==> config.mk <==
export PLATFORM = sky130hd
export DESIGN_NAME = cpu_controller
export DESIGN_NICKNAME = d
export VERILOG_FILES = /design/src/rtl/cpu_pkg.sv /design/src/rtl/cpu_controller.sv
export SDC_FILE = /design/constraint.sdc
export NUM_CORES = 1
export LEC_CHECK = 0
export BUFFER_PORTS_ARGS = -buffer_cell sky130_fd_sc_hd__buf_2
export CAP_MARGIN = 10
export CELL_PAD_IN_SITES_DETAIL_PLACEMENT = 1
export CELL_PAD_IN_SITES_GLOBAL_PLACEMENT = 2
export CORE_ASPECT_RATIO = 1.4
export CORE_MARGIN = 2
export CORE_UTILIZATION = 28
export CTS_CLUSTER_DIAMETER = 150
export DETAILED_ROUTE_END_ITERATION = 12
export PLACE_DENSITY_LB_ADDON = 0.1
export SLEW_MARGIN = 20
export SYNTH_ARGS = -nofsm -noshare
export SYNTH_HDL_FRONTEND = slang
export SYNTH_SLANG_ARGS = --single-unit
==> constraint.sdc <==
create_clock -name clk -period 2.34 [get_ports clk]
set_clock_uncertainty 0.2 [all_clocks]
set_input_delay 0.117 -clock clk [delete_from_list [all_inputs] [get_ports clk]]
set_output_delay 0.117 -clock clk [all_outputs]
set_load 0.1 [all_outputs]
==> src/rtl/cpu_pkg.sv <==
// Shared definitions for the accumulator CPU: opcode encoding and the
// sequencer state enumeration.
package cpu_pkg;

    typedef enum logic [2:0] {
        HLT = 3'b000,
        SKZ = 3'b001,
        ADD = 3'b010,
        AND = 3'b011,
        XOR = 3'b100,
        LDA = 3'b101,
        STO = 3'b110,
        JMP = 3'b111
    } opcode_e;

    typedef enum logic [3:0] {
        IDLE,
        F0,
        F1,
        DEC,
        E0,
        E1,
        E2,
        E3,
        HALT
    } state_e;

endpackage

==> src/rtl/cpu_controller.sv <==
// Fixed-length fetch/decode/execute sequencer for the 8-bit accumulator CPU.
// Every output is decoded from registered state only (state, op_q, zq).
module cpu_controller
    import cpu_pkg::*;
#(
    parameter int RET_W = 16
) (
    input  logic             clk,
    input  logic             rst,
    input  logic             ena,
    input  logic [2:0]       opcode,
    input  logic             zero,
    output logic             inc_pc,
    output logic             load_pc,
    output logic             rd,
    output logic             wr,
    output logic             load_ir,
    output logic             load_acc,
    output logic             con_alu,
    output logic             datactl_ena,
    output logic             halt,
    output logic [RET_W-1:0] ret_cnt,
    output state_e           dbg_state
);

    // Handshake: none. ena is a level sampled only in IDLE and E3; strobes are
    // single-cycle levels valid for the whole cycle of the state that owns them.
    state_e     state, state_nxt;
    opcode_e    op_q;
    logic       zq;
    logic       alu_op;

    assign dbg_state = state;
    assign alu_op    = (op_q == ADD) || (op_q == AND) || (op_q == XOR) || (op_q == LDA);

    always_ff @(posedge clk) begin
        if (rst) begin
            state   <= IDLE;
            op_q    <= HLT;
            zq      <= 1'b1;
            ret_cnt <= '0;
        end else begin
            state <= state_nxt;
            if (state == DEC) begin
                op_q <= opcode_e'(opcode);
                zq   <= zero;
            end
            if (state == E3) begin
                ret_cnt <= ret_cnt + RET_W'(1);
            end
        end
    end

    always_comb begin
        state_nxt = state;
        case (state)
            IDLE:    state_nxt = ena ? F0 : IDLE;
            F0:      state_nxt = F1;
            F1:      state_nxt = DEC;
            DEC:     state_nxt = E0;
            E0:      state_nxt = (op_q == HLT) ? HALT : E1;
            E1:      state_nxt = E2;
            E2:      state_nxt = E3;
            E3:      state_nxt = ena ? F0 : IDLE;
            HALT:    state_nxt = HALT;
            default: state_nxt = IDLE;
        endcase
    end

    always_comb begin
        inc_pc      = 1'b0;
        load_pc     = 1'b0;
        rd          = 1'b0;
        wr          = 1'b0;
        load_ir     = 1'b0;
        load_acc    = 1'b0;
        con_alu     = 1'b0;
        datactl_ena = 1'b0;
        halt        = 1'b0;
        case (state)
            F0, F1: begin
                rd      = 1'b1;
                load_ir = 1'b1;
                inc_pc  = 1'b1;
            end
            E0: begin
                halt    = (op_q == HLT);
                rd      = alu_op;
                con_alu = (op_q == STO);
                load_pc = (op_q == JMP);
            end
            E1: begin
                rd          = alu_op;
                con_alu     = alu_op;
                datactl_ena = (op_q == STO);
                inc_pc      = (op_q == SKZ) && zq;
            end
            // load_acc here captures the ALU result registered at the end of E1.
            E2: begin
                rd          = alu_op;
                load_acc    = alu_op;
                datactl_ena = (op_q == STO);
                wr          = (op_q == STO);
                inc_pc      = (op_q == SKZ) && zq;
            end
            E3: begin
                datactl_ena = (op_q == STO);
            end
            HALT: begin
                halt = 1'b1;
            end
            default: begin
            end
        endcase
    end

endmodule

Yosys cells after proc, flatten, opt, wreduce, memory -nomap -nowiden. Index checks and enable logic that the tools add are counted.

$add $sub $neg: 1. Eq/ne operators: 15. Reductions and logical operators: 11. Multiplexer cells: 12.

Operators with widths (number): $pmux W4 S8 (1); $add A16 B1 Y16 const B (1); $eq A4 B3 Y1 const B (4); $eq A3 B3 Y1 const B (4); $eq A4 B2 Y1 const B (2); $pmux W1 S2 (4); $eq A3 B2 Y1 const B (2); $mux W1 (6); $reduce_or A2 Y1 (3); $reduce_or A3 Y1 (2); $eq A4 B1 Y1 const B (1); $eq A4 B4 Y1 const B (1); $logic_not A4 Y1 (1); $mux W4 (1); $eq A3 B1 Y1 const B (1); $logic_not A3 Y1 (1); $logic_or A1 B1 Y1 (3); $logic_and A1 B1 Y1 (1).

Bits in registers: 24. Word-level logic and storage cells: 43.

Depth between registers and ports, before layout.
Word-level depth: 5. Depth in mapped cells: 5. Mapped depth without buffers: 5.

Worst setup path before layout. Ideal clock, no wire load.

Kind: register to output. Start point: reg state[0] (netlist: dbg_state[0]). End point: out datactl_ena. Buffers on the path: 2. Stages on the path, launching flop included: 5. Path slack: -2.487 ns. Arrival: 4.510 ns. Cells stage by stage: dfxtp_1 buf_2 buf_1 nor2_1 nor4_1.

Word-level cells in the longest chain between the ends: 3. Elaborated cells between the ends (all ways): 5.

Ends and longest elaborated chain: from (decl) (line cpu_controller.sv:28) `state_e state, state_nxt;`; from (signal assigned) (line cpu_controller.sv:43) `state <= state_nxt;`; $eq A4 B3 Y1 (line cpu_controller.sv:80) `case (state)`; $reduce_or A3 Y1 (no line) (*); $mux W1 (*); to (decl) (line cpu_controller.sv:20) `output logic datactl_ena,`.

Mark *: on every way between the ends. The rest lies on a longest branch, timed or not.

Final worst setup path.
Start point: reg op_q[0]. End point: out halt.

Word-level cells in the longest chain between the ends: 2.

Ends and longest elaborated chain: from (decl) (line cpu_controller.sv:29) `opcode_e op_q;`; from (signal assigned) (line cpu_controller.sv:45) `op_q <= opcode_e'(opcode);`; $logic_not A3 Y1 (line cpu_controller.sv:87) `halt = (op_q == HLT);`; $pmux W1 S2 (line cpu_controller.sv:80); to (decl) (line cpu_controller.sv:21) `output logic halt,`.

Every way passes these cells.

==> results.ini <==
[worst_setup_path]
setup.worst_path.start_class=register
crit_path_end_kind=output port
arrival_ps=1850
reg2regPathDepth=4
crit_fanout=7
crit_required_ps=2020
critPathKind=register to output port
rrSetupSlack_ps=280

[synth]
postSynthRegisterBits=24
syn-instance-count=149
syn_area_per_cell_um2=8.19
yosysWarnings=0
syn_area_mm2=0.00122
syn_nets=157
synth.distinct_cells=32
ys_seq_area_frac=0.394

[floorplan]
rows=28
core_mm2=0.00420
die_w_um=59.8
die_area_mm2=0.00491
initial_core_util=0.290
die_height_um=82.1
ios=36

[timing]
max_freq_mhz=461
final.min_clock_period_ps=2170
finalMaxSlewViolations=0
worst_pin_slew_ps=506
setup_viol=0
slew_headroom=0.665
hold_violations=0
rsz0062_at_grt=false
final.setup.tns_ps=0
post-route-period-util=0.928

[layout]
mostFrequentLayoutCell=buf_2
syn_to_final_growth_pct=34.6
layout.nets=195
antenna_cells=0
drive_above_1_share=0.376
layout_common_cells=buf_2, nor2_1, nand2_1, dfxtp_1, dfxtp_2
fin_area_mm2=0.00164
final.fill_count=520

[route]
antenna_left=0
dr.first_iter.drc_count=44
firstDrtPassIters=4
drc=0
wl_um=3240
num_vias=1195
avgViaCountPerCell=5.17
avgRoutedWirePerCell_um=14.0

[power]
power_density_mw_per_mm2=536
vdd_ir_drop_max_mv=0.388
power_leakage_nw=0.667

[global_route]
antenna_found_initial=0
grt_usage=0.144
grt_pass1_wl_um=5510
grt_max_degree=25
grt_pass1_vias=1184
gr-total-overflow=0

[clocking]
clkTransAtPathRegs_ps=90
cts.path.max_buffers=2
cts_tree=yes
cts_buffers=3
cts-root-buf=clkbuf_8
clock_latency_ps=260
clkSinkCount=24
htree_levels=1
cts_resized=0

[run]
drv_cap=0

[status]
outcome=completed

[hold_path]
hold_depth=5
hp-class=primary input to register

[place]
io_buffers=35
dpl-instance-area_mm2=0.00156
gp_congestion=0.774
dp_hpwl_um=2340

==> per-stage QoR <==
stage	std cells	setup slack [ps]	utilization	hold slack (ps)	power, mW
after floorplan	149	9.06	-	-21.1	0.611
after global placement	223	321	0.370	124	0.633
after detailed placement	223	287	0.370	130	0.635
after CTS	231	137	0.390	61.8	0.899
after global routing	231	28.3	0.390	121	0.926
final	231	169	0.390	61.0	0.880
==> flip-flops by register name (all words and copies together) (netlist names) <==
name	count
zq	1
ret_cnt	16
op_q	3
dbg_state	4
==> critical path, stage by stage, from the launching register on <==
cell and delay, ps:
dfxtp_1 440, nor3_1 380, a21oi_1 180, nor3_4 140
buf_2 450
==> power by group <==
group | total, mW | switching [mW] | internal, mW
sequential | 0.441 | 0.0280 | 0.413
clock | 0.251 | 0.129 | 0.121
combinational | 0.188 | 0.147 | 0.0416
total | 0.880 | 0.304 | 0.576
==> path summary, 6_finish.rpt <==
kind,end,from
setup / recovery,halt,op_q[0]
hold / removal,dbg_state[0],ena
setup reg to reg,ret_cnt[15],dbg_state[1]
hold reg to reg,ret_cnt[15],ret_cnt[15]
==> final cells by class <==
| class | instances | area [um2] | share of cell area |
|---|---|---|---|
| Tap cell | 45 | 56.3 | 0.0343 |
| Timing Repair Buffer | 42 | 238 | 0.145 |
| Multi-Input combinational cell | 113 | 783 | 0.477 |
| Clock buffer | 4 | 45.0 | 0.0274 |
| Inverter | 3 | 11.3 | 0.00686 |
| Sequential cell | 24 | 508 | 0.309 |
==> synthesized netlist by cell type, drive strengths merged <==
| cell | count | area (um2) |
|---|---|---|
| nand3 | 5 | 25.0 |
| or3 | 3 | 18.8 |
| o21ai | 4 | 20.0 |
| mux2 | 1 | 11.3 |
| a211o | 1 | 8.76 |
| nor2 | 22 | 82.6 |
| clkbuf | 4 | 15.0 |
| nand2 | 10 | 37.5 |
| buf | 5 | 28.8 |
| nor3 | 11 | 55.1 |
| mux2i | 5 | 50.1 |
| a211oi | 1 | 7.51 |
| a31o | 1 | 8.76 |
| and3 | 1 | 6.26 |
| or4 | 1 | 11.3 |
| nand4 | 5 | 31.3 |
| a21o | 1 | 7.51 |
| ha | 1 | 12.5 |
| a21oi | 10 | 50.1 |
| xnor2 | 9 | 78.8 |
| a311oi | 1 | 8.76 |
| nor2b | 3 | 18.8 |
| nand2b | 5 | 31.3 |
| nor4 | 6 | 37.5 |
| dfxtp | 24 | 480 |
| and2b | 1 | 7.51 |
| xor2 | 3 | 26.3 |
| nand4b | 1 | 23.8 |
| inv | 3 | 11.3 |
| o31ai | 1 | 7.51 |
==> per-layer routing <==
layer | track usage | up-vias | share of wire
met2 | 0.251 | 25 | 0.50
met4 | 0.0467 | 0 | 0.0065
met5 | 0 | - | 0
li1 | - | 596 | -
met3 | 0.0187 | 2 | 0.040
met1 | 0.181 | 572 | 0.46
==> timing repair <==
action,CTS,global route
hold endpoints to repair,4,0
setup endpoints to repair,0,0
hold buffers,4,0
setup buffers,0,0
==> cells by family (layout without fill, tap and decap cells) <==
kind of cell | Yosys count | count (layout) | synth area share
simple gates | 74 | 74 | 0.317
flops | 24 | 24 | 0.394
compound gates | 20 | 20 | 0.0974
xor+xnor | 12 | 12 | 0.0862
buf+inv | 12 | 49 | 0.0451
mux | 6 | 6 | 0.0503
fa+ha+maj | 1 | 1 | 0.0103
Power figures use the tool's default switching activity.
